==> src/rtl/align_link_ctrl_if.sv <==
`default_nettype none
// ============================================================================
//  Module      : align_link_ctrl_if
//  Description : Aligner-side and payload-side signal bundle for align_link_ctrl.
//  Revision    : 1.0  initial release
// ============================================================================
interface align_link_ctrl_if;
    logic        enable;
    logic        force_retrain;
    logic        align_valid;
    logic [15:0] align_data;
    logic        align_rst;
    logic        link_up;
    logic [15:0] data_out;
    logic        data_valid;
    logic [2:0]  state;
    logic [7:0]  retrain_cnt;

    modport master (
        output enable,
        output force_retrain,
        output align_valid,
        output align_data,
        input  align_rst,
        input  link_up,
        input  data_out,
        input  data_valid,
        input  state,
        input  retrain_cnt
    );

    modport slave (
        input  enable,
        input  force_retrain,
        input  align_valid,
        input  align_data,
        output align_rst,
        output link_up,
        output data_out,
        output data_valid,
        output state,
        output retrain_cnt
    );
endinterface
`default_nettype wire

==> src/rtl/align_link_ctrl.sv <==
`default_nettype none
// ============================================================================
//  Module      : align_link_ctrl
//  Description : Link-training sequencer for the 16-lane word aligner.
//  Revision    : 1.0  initial release
// ============================================================================
module align_link_ctrl #(
    parameter logic [15:0] SYNC_PATTERN   = 16'h817E,
    parameter int unsigned RST_CYCLES     = 4,
    parameter int unsigned SEARCH_TIMEOUT = 4096,
    parameter int unsigned GOOD_LIMIT     = 8,
    parameter int unsigned SYNC_WINDOW    = 64,
    parameter int unsigned ERR_LIMIT      = 4
) (
    input  logic             clk,
    input  logic             rst,
    align_link_ctrl_if.slave lnk
);

    localparam logic [2:0] c_st_idle      = 3'd0;
    localparam logic [2:0] c_st_align_rst = 3'd1;
    localparam logic [2:0] c_st_search    = 3'd2;
    localparam logic [2:0] c_st_verify    = 3'd3;
    localparam logic [2:0] c_st_up        = 3'd4;

    localparam logic [15:0] c_rst_last     = 16'(RST_CYCLES - 1);
    localparam logic [15:0] c_timeout_last = 16'(SEARCH_TIMEOUT - 1);
    localparam logic [15:0] c_sync_window  = 16'(SYNC_WINDOW);
    localparam logic [7:0]  c_good_limit   = 8'(GOOD_LIMIT);
    localparam logic [7:0]  c_err_limit    = 8'(ERR_LIMIT);

    logic [2:0]  r_state;
    logic [15:0] r_timer;
    logic [7:0]  r_good_cnt;
    logic [15:0] r_win_cnt;
    logic [7:0]  r_err_cnt;
    logic [7:0]  r_retrain_cnt;
    logic        r_align_rst;
    logic        r_link_up;
    logic        r_data_valid;
    logic [15:0] r_data_out;

    logic [2:0]  w_state_nxt;
    logic [15:0] w_timer_nxt;
    logic [7:0]  w_good_nxt;
    logic [15:0] w_win_nxt;
    logic [7:0]  w_err_nxt;
    logic        w_retrain;
    logic        w_is_sync;
    logic        w_payload;
    logic [15:0] w_timer_inc;
    logic [15:0] w_win_inc;
    logic [7:0]  w_good_inc;
    logic [7:0]  w_err_inc;

    assign w_is_sync   = (lnk.align_data == SYNC_PATTERN);
    assign w_timer_inc = r_timer + 16'd1;
    assign w_win_inc   = r_win_cnt + 16'd1;
    assign w_good_inc  = r_good_cnt + 8'd1;
    assign w_err_inc   = r_err_cnt + 8'd1;
    assign w_payload   = (r_state == c_st_up) && lnk.align_valid && !w_is_sync;

    always_comb begin
        w_state_nxt = r_state;
        w_timer_nxt = r_timer;
        w_good_nxt  = r_good_cnt;
        w_win_nxt   = r_win_cnt;
        w_err_nxt   = r_err_cnt;
        w_retrain   = 1'b0;

        if (!lnk.enable) begin
            w_state_nxt = c_st_idle;
            w_timer_nxt = 16'd0;
            w_good_nxt  = 8'd0;
            w_win_nxt   = 16'd0;
            w_err_nxt   = 8'd0;
        end else if (lnk.force_retrain && (r_state != c_st_idle)) begin
            w_retrain = 1'b1;
        end else begin
            case (r_state)
                c_st_idle: begin
                    w_state_nxt = c_st_align_rst;
                    w_timer_nxt = 16'd0;
                end
                c_st_align_rst: begin
                    if (r_timer == c_rst_last) begin
                        w_state_nxt = c_st_search;
                        w_timer_nxt = 16'd0;
                    end else begin
                        w_timer_nxt = w_timer_inc;
                    end
                end
                c_st_search: begin
                    if (lnk.align_valid) begin
                        w_state_nxt = c_st_verify;
                        w_timer_nxt = 16'd0;
                        w_good_nxt  = 8'd0;
                        w_win_nxt   = 16'd0;
                    end else if (r_timer == c_timeout_last) begin
                        w_retrain = 1'b1;
                    end else begin
                        w_timer_nxt = w_timer_inc;
                    end
                end
                c_st_verify: begin
                    if (lnk.align_valid) begin
                        if (w_is_sync) begin
                            w_win_nxt  = 16'd0;
                            w_good_nxt = w_good_inc;
                            if (w_good_inc == c_good_limit) begin
                                w_state_nxt = c_st_up;
                                w_good_nxt  = 8'd0;
                                w_err_nxt   = 8'd0;
                                w_timer_nxt = 16'd0;
                            end
                        end else if (w_win_inc == c_sync_window) begin
                            w_retrain = 1'b1;
                        end else begin
                            w_win_nxt = w_win_inc;
                        end
                    end
                end
                c_st_up: begin
                    if (lnk.align_valid) begin
                        w_timer_nxt = 16'd0;
                        if (w_is_sync) begin
                            w_win_nxt = 16'd0;
                            w_err_nxt = 8'd0;
                        end else if (w_win_inc == c_sync_window) begin
                            // A full window without sync is one miss; enough in a row retrains.
                            w_win_nxt = 16'd0;
                            w_err_nxt = w_err_inc;
                            if (w_err_inc == c_err_limit) begin
                                w_retrain = 1'b1;
                            end
                        end else begin
                            w_win_nxt = w_win_inc;
                        end
                    end else if (r_timer == c_timeout_last) begin
                        w_retrain = 1'b1;
                    end else begin
                        w_timer_nxt = w_timer_inc;
                    end
                end
                default: begin
                    w_state_nxt = c_st_idle;
                    w_timer_nxt = 16'd0;
                    w_good_nxt  = 8'd0;
                    w_win_nxt   = 16'd0;
                    w_err_nxt   = 8'd0;
                end
            endcase
        end

        if (w_retrain) begin
            w_state_nxt = c_st_align_rst;
            w_timer_nxt = 16'd0;
            w_good_nxt  = 8'd0;
            w_win_nxt   = 16'd0;
            w_err_nxt   = 8'd0;
        end
    end

    // Status outputs are decoded from the next state so they register alongside it.
    always_ff @(posedge clk or posedge rst) begin
        if (rst) begin
            r_state       <= c_st_idle;
            r_timer       <= 16'd0;
            r_good_cnt    <= 8'd0;
            r_win_cnt     <= 16'd0;
            r_err_cnt     <= 8'd0;
            r_retrain_cnt <= 8'd0;
            r_align_rst   <= 1'b1;
            r_link_up     <= 1'b0;
            r_data_valid  <= 1'b0;
            r_data_out    <= 16'd0;
        end else begin
            r_state      <= w_state_nxt;
            r_timer      <= w_timer_nxt;
            r_good_cnt   <= w_good_nxt;
            r_win_cnt    <= w_win_nxt;
            r_err_cnt    <= w_err_nxt;
            r_align_rst  <= (w_state_nxt == c_st_idle) || (w_state_nxt == c_st_align_rst);
            r_link_up    <= (w_state_nxt == c_st_up);
            r_data_valid <= w_payload;
            if (w_payload) begin
                r_data_out <= lnk.align_data;
            end
            if (w_retrain && (r_retrain_cnt != 8'hFF)) begin
                r_retrain_cnt <= r_retrain_cnt + 8'd1;
            end
        end
    end

    assign lnk.align_rst   = r_align_rst;
    assign lnk.link_up     = r_link_up;
    assign lnk.data_out    = r_data_out;
    assign lnk.data_valid  = r_data_valid;
    assign lnk.state       = r_state;
    assign lnk.retrain_cnt = r_retrain_cnt;

endmodule
`default_nettype wire

==> src/flat_wrapper.sv <==
// flat-port wrapper written by rule: the top's interface ports become plain ports
module align_link_ctrl_flat 
#(
    parameter logic [15:0] SYNC_PATTERN   = 16'h817E,
    parameter int unsigned RST_CYCLES     = 4,
    parameter int unsigned SEARCH_TIMEOUT = 4096,
    parameter int unsigned GOOD_LIMIT     = 8,
    parameter int unsigned SYNC_WINDOW    = 64,
    parameter int unsigned ERR_LIMIT      = 4
)
  (clk, rst, lnk_enable, lnk_force_retrain, lnk_align_valid, lnk_align_data, lnk_align_rst, lnk_link_up, lnk_data_out, lnk_data_valid, lnk_state, lnk_retrain_cnt);
  align_link_ctrl_if lnk_i ();
  input  logic clk;
  input  logic rst;
  input wire logic [$bits(lnk_i.enable)-1:0] lnk_enable;
  input wire logic [$bits(lnk_i.force_retrain)-1:0] lnk_force_retrain;
  input wire logic [$bits(lnk_i.align_valid)-1:0] lnk_align_valid;
  input wire logic [$bits(lnk_i.align_data)-1:0] lnk_align_data;
  output wire logic [$bits(lnk_i.align_rst)-1:0] lnk_align_rst;
  output wire logic [$bits(lnk_i.link_up)-1:0] lnk_link_up;
  output wire logic [$bits(lnk_i.data_out)-1:0] lnk_data_out;
  output wire logic [$bits(lnk_i.data_valid)-1:0] lnk_data_valid;
  output wire logic [$bits(lnk_i.state)-1:0] lnk_state;
  output wire logic [$bits(lnk_i.retrain_cnt)-1:0] lnk_retrain_cnt;
  assign lnk_i.enable = lnk_enable;
  assign lnk_i.force_retrain = lnk_force_retrain;
  assign lnk_i.align_valid = lnk_align_valid;
  assign lnk_i.align_data = lnk_align_data;
  assign lnk_align_rst = lnk_i.align_rst;
  assign lnk_link_up = lnk_i.link_up;
  assign lnk_data_out = lnk_i.data_out;
  assign lnk_data_valid = lnk_i.data_valid;
  assign lnk_state = lnk_i.state;
  assign lnk_retrain_cnt = lnk_i.retrain_cnt;
  align_link_ctrl #(.SYNC_PATTERN(SYNC_PATTERN), .RST_CYCLES(RST_CYCLES), .SEARCH_TIMEOUT(SEARCH_TIMEOUT), .GOOD_LIMIT(GOOD_LIMIT), .SYNC_WINDOW(SYNC_WINDOW), .ERR_LIMIT(ERR_LIMIT)) u_core (.clk(clk), .rst(rst), .lnk(lnk_i));
endmodule
==> config.mk <==
export PLATFORM = sky130hd
export DESIGN_NAME = align_link_ctrl_flat
export DESIGN_NICKNAME = d
export VERILOG_FILES = /design/src/rtl/align_link_ctrl_if.sv /design/src/rtl/align_link_ctrl.sv /design/src/flat_wrapper.sv
export SDC_FILE = /design/constraint.sdc
export NUM_CORES = 1
export LEC_CHECK = 0
export BUFFER_PORTS_ARGS = -buffer_cell sky130_fd_sc_hd__clkbuf_2
export CORE_AREA = 2 2 104 106
export DETAILED_ROUTE_END_ITERATION = 16
export DIE_AREA = 0 0 106 108
export GPL_TIMING_DRIVEN = 0
export PLACE_DENSITY_LB_ADDON = 0.3
export SLEW_MARGIN = 10
export SYNTH_ARGS = -nofsm -noshare
export SYNTH_HDL_FRONTEND = slang
export SYNTH_SLANG_ARGS = --single-unit
==> constraint.sdc <==
create_clock -name clk -period 2.88 [get_ports clk]
set_input_delay 0.288 -clock clk [delete_from_list [all_inputs] [get_ports clk]]
set_output_delay 0.288 -clock clk [all_outputs]
set_load 0.1 [all_outputs]
== Word-level counts from Yosys, hierarchy flattened ==
Index checks and enable logic that the tools add are counted.

* Mux-type cells: 60
* Equal/unequal tests: 25
* Add/subtract/negate cells: 5
* Reduce and logical (&&, ||, !) cells: 17

{| class="wikitable"
|+ Operators with widths
! operator !! number
|-
| $mux W16 || 19
|-
| $mux W8 || 16
|-
| $pmux W16 S4 || 1
|-
| $pmux W16 S3 || 1
|-
| $pmux W8 S3 || 2
|-
| $add A16 B1 Y16 const B || 2
|-
| $add A8 B1 Y8 const B || 3
|-
| $mux W3 || 8
|-
| $eq A16 B12 Y1 const B || 1
|-
| $eq A16 B16 Y1 const B || 1
|-
| $eq A16 B2 Y1 const B || 1
|-
| $eq A16 B7 Y1 const B || 1
|-
| $pmux W3 S5 || 1
|-
| $ne A3 B2 Y1 const B || 4
|-
| $ne A4 B3 Y1 const B || 3
|-
| $mux W1 || 11
|-
| $ne A5 B3 Y1 const B || 2
|-
| $reduce_and A5 Y1 || 2
|-
| $eq A8 B3 Y1 const B || 1
|-
| $eq A8 B4 Y1 const B || 1
|-
| $ne A4 B2 Y1 const B || 2
|-
| $ne A8 B8 Y1 const B || 1
|-
| $reduce_and A7 Y1 || 1
|-
| $eq A3 B1 Y1 const B || 2
|-
| other kinds (12) || 20
|}

* Bits in registers: 78
* Input port bits: 21
* Word-level logic and storage cells: 117
* Output and inout port bits: 30

== Logic depth before layout (Yosys ltp) ==
Gate-level depths: netlist (run 1).

* Depth after elaboration: 12
* Gate-level depth with buffers: 13
* Gate-level depth less buffers: 9

== Worst setup path after synthesis (run 1) ==
Ideal clock, no wire load.

* Path kind: flip-flop to flip-flop
* Start point: register u_core.r_state[2] (netlist: u_core.lnk.state[2])
* End point: register u_core.r_retrain_cnt[7] (netlist: u_core.lnk.retrain_cnt[7])
* Stages on the path, launching flop included: 9
* Clock period less this slack: 3.226 ns
* Path slack: -0.346 ns
* Data arrival time: 3.106 ns
* Setup time: 0.121 ns
* Buffers on the path: 1
* Data required time: 2.759 ns
* Path through: dfrtp_1 -> clkbuf_1 -> nand2_1 -> a2111oi_0 -> o221ai_2 -> nor4b_4 -> o21ai_2 -> or4_1 -> o21a_1

* Cells in the longest elaborated chain, start to end: 5
* Elaborated cells on any way between the ends: 9
* Classes of those cells: eq/ne: 3; mux: 3; reduce/logical: 3

{| class="wikitable"
|+ RTL lines
! item !! line !! source
|-
| start, declared || align_link_ctrl.sv:32 || <nowiki>logic [2:0] r_state;</nowiki>
|-
| start signal, assigned || align_link_ctrl.sv:167 || <nowiki>r_state <= c_st_idle;</nowiki>
|-
| start signal, assigned || align_link_ctrl.sv:178 || <nowiki>r_state <= w_state_nxt;</nowiki>
|-
| $eq A3 B3 Y1, or another cell as far along || align_link_ctrl.sv:80 || <nowiki>case (r_state)</nowiki>
|-
| $pmux W1 S3 / $logic_and A1 B1 Y1 (equally long branches) || align_link_ctrl.sv:80, align_link_ctrl.sv:77 ||
|-
| $mux W1 (*) || align_link_ctrl.sv:77 || <nowiki>end else if (lnk.force_retrain && (r_state != c_st_idle)) begin</nowiki>
|-
| $mux W1 (*) || align_link_ctrl.sv:71 || <nowiki>if (!lnk.enable) begin</nowiki>
|-
| $logic_and A1 B1 Y1 (*) || align_link_ctrl.sv:189 || <nowiki>if (w_retrain && (r_retrain_cnt != 8'hFF)) begin</nowiki>
|-
| end signal, assigned || align_link_ctrl.sv:190 || <nowiki>r_retrain_cnt <= r_retrain_cnt + 8'd1;</nowiki>
|-
| end, declared || align_link_ctrl.sv:37 || <nowiki>logic [7:0] r_retrain_cnt;</nowiki>
|}

Mark *: on every way between the ends. The rest lies on a longest branch, timed or not.
A chain may end at the register's enable or synchronous reset.

== Worst setup path after layout (run 1) ==
* Start point: register u_core.r_win_cnt[4]
* End point: register u_core.r_win_cnt[14]

* Cells in the longest elaborated chain, start to end: 10
* Elaborated cells on any way between the ends: 28
* Classes of those cells: add/sub: 1; eq/ne: 7; mux: 19; reduce/logical: 1

{| class="wikitable"
|+ RTL lines
! item !! line !! source
|-
| start, declared || align_link_ctrl.sv:35 || <nowiki>logic [15:0] r_win_cnt;</nowiki>
|-
| start signal, assigned || align_link_ctrl.sv:181 || <nowiki>r_win_cnt <= w_win_nxt;</nowiki>
|-
| $add A16 B1 Y16 (*) || align_link_ctrl.sv:58 || <nowiki>assign w_win_inc = r_win_cnt + 16'd1;</nowiki>
|-
| $eq A16 B7 Y1 || align_link_ctrl.sv:116, align_link_ctrl.sv:129 ||
|-
| $mux W1, on equally long branches || align_link_ctrl.sv:129, align_link_ctrl.sv:116 ||
|-
| $mux W1, on equally long branches || align_link_ctrl.sv:126, align_link_ctrl.sv:107 ||
|-
| $mux W1, on equally long branches || align_link_ctrl.sv:124, align_link_ctrl.sv:106 ||
|-
| $pmux W1 S3 || align_link_ctrl.sv:80 ||
|-
| $mux W1 || align_link_ctrl.sv:77 ||
|-
| $mux W1 || align_link_ctrl.sv:71 ||
|-
| $ne A5 B3 Y1 (no line), or another cell as far along || n/a ||
|-
| $reduce_and A6 Y1 (no line) || n/a ||
|}

Mark *: on every way between the ends. The rest lies on a longest branch, timed or not. The select of a mux whose other input is x is not followed.

==> summary.md, run 1 <==
| Metric | Value |
|---|---|
| Post-synth ARST share | 100% |
| Flops & latches, synth | 78 |
| Failing checks | negative setup slack |
| Clock Skew | around 13 ps |
| Clk buf depth | 2 |
| Post-Syn Area per Cell | 9.11 um^2 |
| Clock Sinks | a little under 80 |
| Total gr overflow | 0 |
| Hold Vio Cnt, Final | 0 |
| Placed cell count | roughly 690 |
| Initial cell density of the core | around 44% |
| WP data required | 3130 ps |
| Gr usage total | between 20% and 30% |
| Die Y-Extent | between 100 and 150 um |
| Final setup violation count | 41 |
| CP arrival | approximately 3300 ps |
| Worst-path clk slew | around 90 ps |
| Top FF cell, synth | dfrtp_1 |
| Dpl hpwl | around 8000 um |
| Max-slew violations | 0 |
| Vias after detailed routing | 4429 |
| Net count, final | about 650 |
| Leakage power | roughly 2.7 nW |
| First-pass detailed-route iteration total | 4 |
| Yosys Warn Count | 0 |
| Wire per inst | 16.9 um |
| Relative slew slack | between 50% and 60% |
| CTS buffer count | 9 |
| Commonest non-fill, non-tap cell in the layout | dfrtp_1 |
| Final core occ | roughly three fifths |
| Critical-path cell list | nand3_4 -> buf_6 -> or3_4 -> buf_6 -> nor4_4 -> o221ai_2 -> o31ai_4 -> buf_4 -> a21oi_4 -> or2b_4 -> clkbuf_16 -> o41ai_2 |
| Fin cells | 763 |
| Unique masters post-synth | 68 |
| Post-Synthesis Net Count | about 530 |
| First-pass GRT wire length | roughly 20000 um |
| Crit Path Class | flip-flop to flip-flop |
| Maximum vdd drop | roughly 0.33 mV |
| Initial antenna violation count | 0 |
| CTS tree | done |
| Via-per-instance ratio | just under 6 |
| Worst path slowest cell | dfrtp_2 |
| Critical Path Max Stage Delay | roughly 450 ps |
| CTS root buffer | clkbuf_8 |
| Die ar. | 11400 um^2 |
| Fillers | just over 800 |
| CP Capture Type | flip-flop |
| Ratio of cells with drive above 1 in the final layout | 39.6% |
| I/O pin cnt | just over 50 |
| Tmin final | 3080 ps |
| Mapped Area | roughly 4500 um^2 |
| # diodes | 0 |
| Outcome | complete, but fails checks |
| Crit path max fanout | 6 |
| Pwr Density | approximately 460 nW/um^2 |
| ANT nets after route | 0 |
| Hold Crit Class | input pin to flip-flop |
| Vias in the first global route | just over 4000 |
| FP Rows | 37 |
| DR iter-0 viols | between 300 and 400 |
| Die W | about 110 um |
| Final WS setup | -202 ps |
| Max-capacitance violation count | 0 |
| Core region area | 10200 um^2 |
| Max Fclk | about 0.32 GHz |
| Post-synth EDFFs | 0 |
| Area Growth Syn to Fin | 37.8% |
| H-tree levels | 3 |
| Slew at the pin closest to its max-slew limit | about 660 ps |
| Final Cycle Share | 107% |
| IO buf count | 50 |
| Largest net degree at the start of global routing | 47 |
| Worst-skew pair later-pin latency | 360 ps |
| Commonest non-fill, non-tap cells in the layout | 70 x dfrtp_1, 50 x buf_4, 50 x clkbuf_2, 44 x nand2_1, 29 x nor2_1 |
| Unrepaired setup endpoints after global routing | yes |
| DRT Wirelength | between 10000 and 15000 um |
| Cells after Synth | 499 |
| Seq/Total Area, Yosys | a little over two fifths |
| Most used cell, CP | buf_6 |
| Element type at the critical path start | flip-flop |
| Hold WS | ~170 ps |
| Drt drc | 0 |
| Gpl congestion | between 0.8 and 0.9 |
## per-stage QoR
step	cell area [um^2]	worst slack [ps]	power, mW	setup TNS (ps)
after global placement	4970	-626	1.94	-47050
final	6260	-202	2.85	-3780
after floorplan	4550	9.61	1.81	0
after global routing	6260	-278	2.98	-8520
after detailed placement	5000	-528	1.96	-23120
after CTS	5590	-36.0	2.78	-68.6
## layout make-up
cell class,instances,area [um^2],area share [%]
clock inverter,7,62.6,0.999
timing repair buffer,113,826,13.2
inverter,18,70.1,1.12
tap,136,170,2.72
sequential,78,1960,31.3
clock buffer,9,124,1.98
buffer,22,188,3.00
multi-input combinational,380,2860,45.7
## cells by family (layout without fill, tap and decap cells)
group / after synthesis / count (layout) / synth area share, %
flops: 78 / 78 / 43.0
compound gates: 124 / 124 / 17.8
mux: 22 / 22 / 5.37
buf+inv: 41 / 169 / 3.94
simple gates: 219 / 219 / 26.5
xor+xnor: 9 / 9 / 1.73
fa+ha+maj: 6 / 6 / 1.65
## critical path: cells and delay by family (launching register included)
family,cells,cell delay [ps]
simple gates,4,1130
buf+inv,4,630
flops,1,450
compound gates,4,790
## synthesized netlist by cell type, types with 4 or more instances
library cell  number  share of area (%)
o22ai_1            9                1.2
nand2_1           45                3.7
and3_1            13                1.8
xor2_1             4               0.77
o21ai_0           36                4.0
a22o_1             7                1.3
nor4_1             8                1.1
a21oi_1           25                2.8
a21o_1             6               0.99
a22oi_1            5               0.83
nor2b_1            5               0.69
xnor2_1            5               0.96
buf_2              8               0.88
or4_1              6               0.99
dfrtp_1           77                 42
nand2b_1           7               0.96
o21ai_1            5               0.55
clkbuf_1          12               0.99
nor2_1            35                2.9
nor3_1            24                2.6
mux2_2            19                4.7
and2_1             4               0.55
ha_1               6                1.7
nand4_1            9                1.2
nand3_1           28                3.1
or3_1              7               0.96
and4_1             8                1.5
inv_1             18                1.5
## per-layer routing
layer	global-route usage, %	vias to the layer above	wire, um
met4	5.92	0	223
met5	0	-	0
met2	35.3	124	6450
met1	28.0	2186	5590
li1	-	2101	-
met3	4.88	18	595
## worst paths after layout
path	startpoint	slack, ps	depth (start not counted)	to
max reg2reg	u_core.r_win_cnt[4]	-200	12	u_core.r_win_cnt[14]
min in group asynchronous	rst	500	3	u_core.lnk.data_out[14]
min reg2reg	u_core.r_timer[2]	510	1	u_core.r_timer[2]
max	u_core.r_win_cnt[4]	-200	12	u_core.r_win_cnt[14]
min	lnk_align_data[3]	170	2	u_core.lnk.data_out[3]
max in group asynchronous	rst	1780	4	u_core.r_win_cnt[2]
## sequential cells by signal (all words and copies together) (netlist names)
name,flops
u_core.lnk.data_out,16
u_core.r_timer,16
u_core.r_win_cnt,16
u_core.lnk.retrain_cnt,8
u_core.r_err_cnt,8
u_core.r_good_cnt,8
u_core.lnk.state,3
u_core.lnk.align_rst,1
u_core.lnk.data_valid,1
u_core.lnk.link_up,1
## power by group
part	switching [mW]	internal (mW)	leakage [nW]
clock network	0.461	0.336	0.0988
logic	0.637	0.201	1.55
registers	0.0650	1.15	1.04
## repair_timing
item	CTS	global route
buffers inserted	23	32
cloned	0	6
setup endpoints to repair	59	52
endpoints found under the hold margin	31	0
hold buffers	1	0
pin swaps	16	34
gates resized for setup	49	112
Power figures use the tool's default switching activity.
==> run 2: changes to the inputs <==
--- a/config.mk
+++ b/config.mk
@@ -9,7 +9,7 @@
 export CORE_AREA = 2 2 104 106
 export DETAILED_ROUTE_END_ITERATION = 16
 export DIE_AREA = 0 0 106 108
-export GPL_TIMING_DRIVEN = 0
+export GPL_TIMING_DRIVEN = 1
 export PLACE_DENSITY_LB_ADDON = 0.3
 export SLEW_MARGIN = 10
 export SYNTH_ARGS = -nofsm -noshare
==> summary.md, run 2 (same netlist as run 1, synthesis figures left out) <==
| Metric | Value |
|---|---|
| Wire per inst | 16.3 um (-3.3%) |
| ANT nets after route | 0 (unchanged) |
| Worst path slowest cell | dfrtp_1 |
| Die ar. | 11400 um^2 (unchanged) |
| Hold Crit Class | input pin to asynchronous set/reset pin |
| Relative slew slack | 49.5% (-6.1 points) |
| Die W | 106 um (unchanged) |
| Final core occ | 58.4% (-2.8 points) |
| Hold WS | 34.8 ps (-138 ps) |
| Area Growth Syn to Fin | 31.5% |
| DR iter-0 viols | 241 (-21%) |
| I/O pin cnt | 51 (unchanged) |
| Element type at the critical path start | flip-flop |
| Outcome | complete, but fails checks |
| Commonest non-fill, non-tap cell in the layout | dfrtp_1 |
| Final Cell Area | 5980 um^2 (-4.5%) |
| Max Fclk | 0.341 GHz (+4.9%) |
| Vias in the first global route | 4145 (+2.6%) |
| Reg-to-reg endpoint | u_core.r_win_cnt[14] |
| P_int | 1.67 mW (-1.1%) |
| Final Cycle Share | 102% (-5.0 points) |
| NetSw | 1.14 mW (-1.7%) |
| Clock power share | 28.6% (+0.6 points) |
| Initial cell density of the core | 44.4% (unchanged) |
| Tmin final | 2940 ps (-145 ps) |
| CP Capture Type | flip-flop |
| Clk buf depth | 2 (unchanged) |
| CTS tree | done |
| Total gr overflow | 0 (unchanged) |
| Maximum vdd drop | 0.379 mV (+15%) |
| CP endpoint | u_core.r_win_cnt[14] |
| Hold Vio Cnt, Final | 0 (unchanged) |
| IO buf count | 50 (unchanged) |
| First-pass detailed-route iteration total | 5 (+1) |
| Via-per-instance ratio | 5.79 (-0.29%) |
| Vias after detailed routing | 4364 (-1.5%) |
| Placement Cell Area | 5330 um^2 (+6.6%) |
| Largest net degree at the start of global routing | 35 (-26%) |
| Failing checks | negative setup slack |
| CP Launch Point | u_core.r_err_cnt[0] |
| Power Total | 2.81 mW (-1.3%) |
| Gr usage total | 20.9% (-0.38 points) |
| CP Depth | 13 (+1) |
| Crit path max fanout | 6 (unchanged) |
| Final WS setup | -56.5 ps (+145 ps) |
| Cts hold-fix bufs | 0 (-1) |
| Critical-path cell list | buf_6 -> and3b_1 -> o32a_1 -> a2111oi_4 -> o221ai_2 -> buf_4 -> o31ai_4 -> buf_6 -> a21oi_4 -> buf_6 -> buf_12 -> a22oi_2 -> o41ai_2 |
| H-tree levels | 3 (unchanged) |
| Combinational power share | 28.3% (-1.1 points) |
| Drt drc | 0 (unchanged) |
| Reg-to-reg startpoint | u_core.r_err_cnt[0] |
| CTS root buffer | clkbuf_8 |
| Worst-path clk slew | 100 ps (about the same) |
| Max-capacitance violation count | 0 (unchanged) |
| Placed cell count | 722 (+5.2%) |
| Crit Path Class | flip-flop to flip-flop |
| Leakage power | 2.61 nW (-2.7%) |
| Final setup violation count | 9 (-78%) |
| Delay-heaviest family, CP | compound AO/OA/AOI/OAI gates |
| Fin cells | 754 (-1.2%) |
| Ratio of cells with drive above 1 in the final layout | 35.0% (-4.6 points) |
| Most used cell, CP | buf_6 |
| Core region area | 10200 um^2 (unchanged) |
| CP arrival | 3180 ps (-150 ps) |
| WP data required | 3120 ps (about the same) |
| R2R setup slack | -60 ps (+150 ps) |
| CTS buffer count | 9 (unchanged) |
| Die Y-Extent | 108 um (unchanged) |
| Reg2Reg Depth | 13 (+1) |
| DRT Wirelength | 12300 um (-4.4%) |
| Max-slew violations | 0 (unchanged) |
| Seq pwr share | 43.1% (+0.5 points) |
| Unrepaired setup endpoints after global routing | yes |
| Buffers & Inverters on Critical Path | 5 (+1) |
| Slew at the pin closest to its max-slew limit | 756 ps (+95.9 ps) |
| Commonest non-fill, non-tap cells in the layout | 74 x dfrtp_1, 59 x buf_4, 50 x clkbuf_2, 44 x nand2_1, 32 x nor2_1 |
| Net count, final | 640 (-1.4%) |
| First-pass GRT wire length | 19400 um (-2.1%) |
| FP Rows | 37 (unchanged) |
| Critical Path Max Stage Delay | 420 ps (-30 ps) |
| Worst-skew pair later-pin latency | 370 ps (about the same) |
| Clock Sinks | 78 (unchanged) |
| Sw Share | 40.7% (-0.14 points) |
| Initial antenna violation count | 0 (unchanged) |
| # diodes | 0 (unchanged) |
| Dpl hpwl | 8120 um (+2.0%) |
| Gpl congestion | 0.844 (+0.76%) |
| Pwr Density | 471 nW/um^2 (+3.4%) |
| Clock Skew | 16.3 ps (+3.07 ps) |
## run 2: stage by stage
stage	worst slack, ps	TNS [ps]
after CTS	-45.2	-50.9
after detailed placement	-110	-1440
after global routing	-184	-3570
after global placement	-37.2	-131
final	-56.5	-244
after floorplan	9.61	0
## run 2: repair_timing
item / CTS / global route
resized for setup: 19 / 54
buffers inserted: 4 / 9
setup endpoints to repair: 41 / 52
pin swaps: 5 / 20
cloned: 2 / 2
## run 2: layout make-up
cell class / instances / area, um^2
Multi-Input combinational cell: 381 / 2700
Timing Repair Buffer: 125 / 896
Tap cell: 136 / 170
Sequential cell: 78 / 1960
Fill cell: 844 / 4250
Inverter: 18 / 67.6
Clock buffer: 9 / 124
Clock inverter: 7 / 63.8
## run 2: layer usage
layer | track usage (%) | wire [um] | part of all wire (%) | vias to the layer above
li1 | - | - | - | 2075
met1 | 28.1 | 5520 | 45 | 2139
met2 | 34.9 | 6100 | 50 | 127
met3 | 4.16 | 517 | 4.2 | 23
met4 | 5.08 | 150 | 1.2 | 0
met5 | 0 | 0 | 0 | -
## run 2: power by group through the flow
stage	Sequential [mW]	Combinational (mW)	Clock (mW)
2_1_floorplan	1.62	0.190	0
3_3_place_gp	1.23	0.731	0
3_5_place_dp	1.23	0.740	0
4_1_cts	1.21	0.751	0.823
5_1_grt	1.22	0.834	0.871
6_report	1.21	0.795	0.806
## run 2: worst min-delay path by stage
stage                                     end  depth (start not counted)
floorplan                 u_core.lnk.state[0]                          1
CTS                      u_core.r_good_cnt[5]                          2
detailed placement  u_core.lnk.retrain_cnt[5]                          2
finish                   u_core.r_good_cnt[4]                          2
global placement    u_core.lnk.retrain_cnt[5]                          2
global route             u_core.r_good_cnt[3]                          2
==> run 3: changes to the inputs <==
--- a/config.mk
+++ b/config.mk
@@ -10,7 +10,7 @@
 export DETAILED_ROUTE_END_ITERATION = 16
 export DIE_AREA = 0 0 106 108
 export GPL_TIMING_DRIVEN = 1
-export PLACE_DENSITY_LB_ADDON = 0.3
+export PLACE_DENSITY = 0.65
 export SLEW_MARGIN = 10
 export SYNTH_ARGS = -nofsm -noshare
 export SYNTH_HDL_FRONTEND = slang
==> summary.md, run 3 (same netlist as run 1, synthesis figures left out) <==
| Metric | Value |
|---|---|
| Outcome | complete, no violations |
| Setup TNS | 0 ps (+244 ps) |
| Max-capacitance violation count | 0 (unchanged) |
| Ratio of cells with drive above 1 in the final layout | 33.3% (-1.6 points) |
| # diodes | 0 (unchanged) |
| Critical Path Max Stage Delay | 420 ps (about the same) |
| Power Total | 2.76 mW (-1.8%) |
| Core region area | 10200 um^2 (unchanged) |
| WP data required | 3130 ps (about the same) |
| Crit Path Class | flip-flop to flip-flop |
| Final setup violation count | 0 (-9) |
| Maximum vdd drop | 0.328 mV (-13%) |
| Worst-skew pair later-pin latency | 350 ps (-20 ps) |
| Hold Vio Cnt, Final | 0 (unchanged) |
| Die W | 106 um (unchanged) |
| Relative slew slack | 58.9% (+9.3 points) |
| Max-slew violations | 0 (unchanged) |
| Commonest non-fill, non-tap cell in the layout | dfrtp_1 |
| Commonest non-fill, non-tap cells in the layout | 75 x dfrtp_1, 70 x buf_4, 50 x clkbuf_2, 45 x nand2_1, 36 x o21ai_0 |
| Largest net degree at the start of global routing | 47 (+34%) |
| Fillers | 894 (+5.9%) |
| CTS buffer count | 9 (unchanged) |
| CP Capture Type | flip-flop |
| Total gr overflow | 0 (unchanged) |
| Die Y-Extent | 108 um (unchanged) |
| Final Cell Area | 5880 um^2 (-1.6%) |
| I/O pin cnt | 51 (unchanged) |
| Crit path max fanout | 9 (+3) |
| CTS root buffer | clkbuf_8 |
| Initial cell density of the core | 44.4% (unchanged) |
| Clock Sinks | 78 (unchanged) |
| DRT Wirelength | 11700 um (-5.2%) |
| Gr usage total | 20.3% (-0.54 points) |
| Element type at the critical path start | flip-flop |
| Net count, final | 643 (+0.47%) |
| Wire per inst | 15.4 um (-5.5%) |
| Pwr Density | 470 nW/um^2 (-0.21%) |
| Critical-path cell list | nand3_2 -> buf_4 -> or3_4 -> nor4_4 -> o221ai_2 -> o31ai_4 -> buf_6 -> buf_8 -> o21bai_1 -> mux2_2 |
| Area Growth Syn to Fin | 29.4% |
| Gpl congestion | 0.849 (+0.60%) |
| First-pass GRT wire length | 19200 um (-1.1%) |
| Placed cell count | 730 (+1.1%) |
| IO buf count | 50 (unchanged) |
| CTS tree | done |
| Fin cells | 757 (+0.40%) |
| DR iter-0 viols | 262 (+8.7%) |
| WL met1 | 5280 um (-4.4%) |
| Drt drc | 0 (unchanged) |
| Worst-path clk slew | 90 ps (about the same) |
| Met3 routed WL | 507 um (-1.9%) |
| Tmin final | 2810 ps (-132 ps) |
| Final Cycle Share | 97.4% (-4.6 points) |
| FP Rows | 37 (unchanged) |
| Leakage power | 2.58 nW (-1.0%) |
| CP arrival | 3050 ps (-130 ps) |
| Initial antenna violation count | 0 (unchanged) |
| H-tree levels | 3 (unchanged) |
| Hold Crit Class | input pin to flip-flop |
| Max Fclk | 0.357 GHz (+4.7%) |
| Clock Skew | 11.6 ps (-4.71 ps) |
| Vias after detailed routing | 4269 (-2.2%) |
| Uppermost layer routed | met4 |
| Met2 wire len | 5690 um (-6.8%) |
| Dpl hpwl | 8170 um (+0.69%) |
| Slew at the pin closest to its max-slew limit | 616 ps (-140 ps) |
| Clk buf depth | 2 (unchanged) |
| Vias in the first global route | 4117 (-0.68%) |
| Placement Cell Area | 5400 um^2 (+1.1%) |
| ANT nets after route | 0 (unchanged) |
| First-pass detailed-route iteration total | 5 (unchanged) |
| Worst path slowest cell | dfrtp_1 |
| Die ar. | 11400 um^2 (unchanged) |
| Final core occ | 57.5% (-0.95 points) |
| Via-per-instance ratio | 5.64 (-2.6%) |
## run 3: routing by layer
metal  up-vias  GRT usage (%)
li1       2083              -
met3        18           4.16
met1      2059           26.5
met5         -              0
met4         0           5.36
met2       109           34.7
## run 3: through the flow
stage | setup slack, ps | hold slack (ps)
floorplan | 9.61 | 410
global placement | -88.0 | 360
detailed placement | -230 | 360
CTS | 10.9 | 166
global route | -33.9 | 167
finish | 75.0 | 174
## run 3: worst paths after layout
check	from	endpoint	slack, ps	cells after the start
setup / recovery	u_core.r_win_cnt[7]	u_core.r_good_cnt[0]	70	10
setup reg to reg	u_core.r_win_cnt[7]	u_core.r_good_cnt[0]	70	10
max in group asynchronous	rst	u_core.r_win_cnt[8]	1720	4
hold reg to reg	u_core.lnk.retrain_cnt[4]	u_core.lnk.retrain_cnt[4]	500	1
min in group asynchronous	rst	u_core.lnk.state[1]	510	3
hold / removal	lnk_align_data[1]	u_core.lnk.data_out[1]	170	2
## run 3: cell type report
type	count	area (um^2)	share of cell area, %
Clock inverter	7	62.6	1.06
Multi-Input combinational cell	382	2640	44.8
Clock buffer	9	124	2.11
Inverter	18	68.8	1.17
Sequential cell	78	1960	33.2
Timing Repair Buffer	127	866	14.7
Tap cell	136	170	2.89
## run 3: worst max-delay path: cells and delay by family, from the launching register on
| family | cells | cell delay, ps |
|---|---|---|
| AND/OR/NAND/NOR | 3 | 860 |
| buffers and inverters | 3 | 470 |
| AO/OA/AOI/OAI | 3 | 610 |
| multiplexers | 1 | 340 |
| flip-flops | 1 | 420 |
## run 3: timing repair
action | CTS | global route
endpoints found under the setup margin | 32 | 52
resized for setup | 20 | 23
endpoints found under the hold margin | 31 | 0
pin swaps | 7 | 13
gates cloned | 0 | 2
hold buffers | 1 | 0
setup buffers | 2 | 6
## run 3: power breakdown
group          switching (mW)  total [mW]  leakage [nW]  internal (mW)
registers              0.0615        1.21          1.05           1.15
clock network           0.461       0.795        0.0984          0.335
logic                   0.591       0.755          1.44          0.164
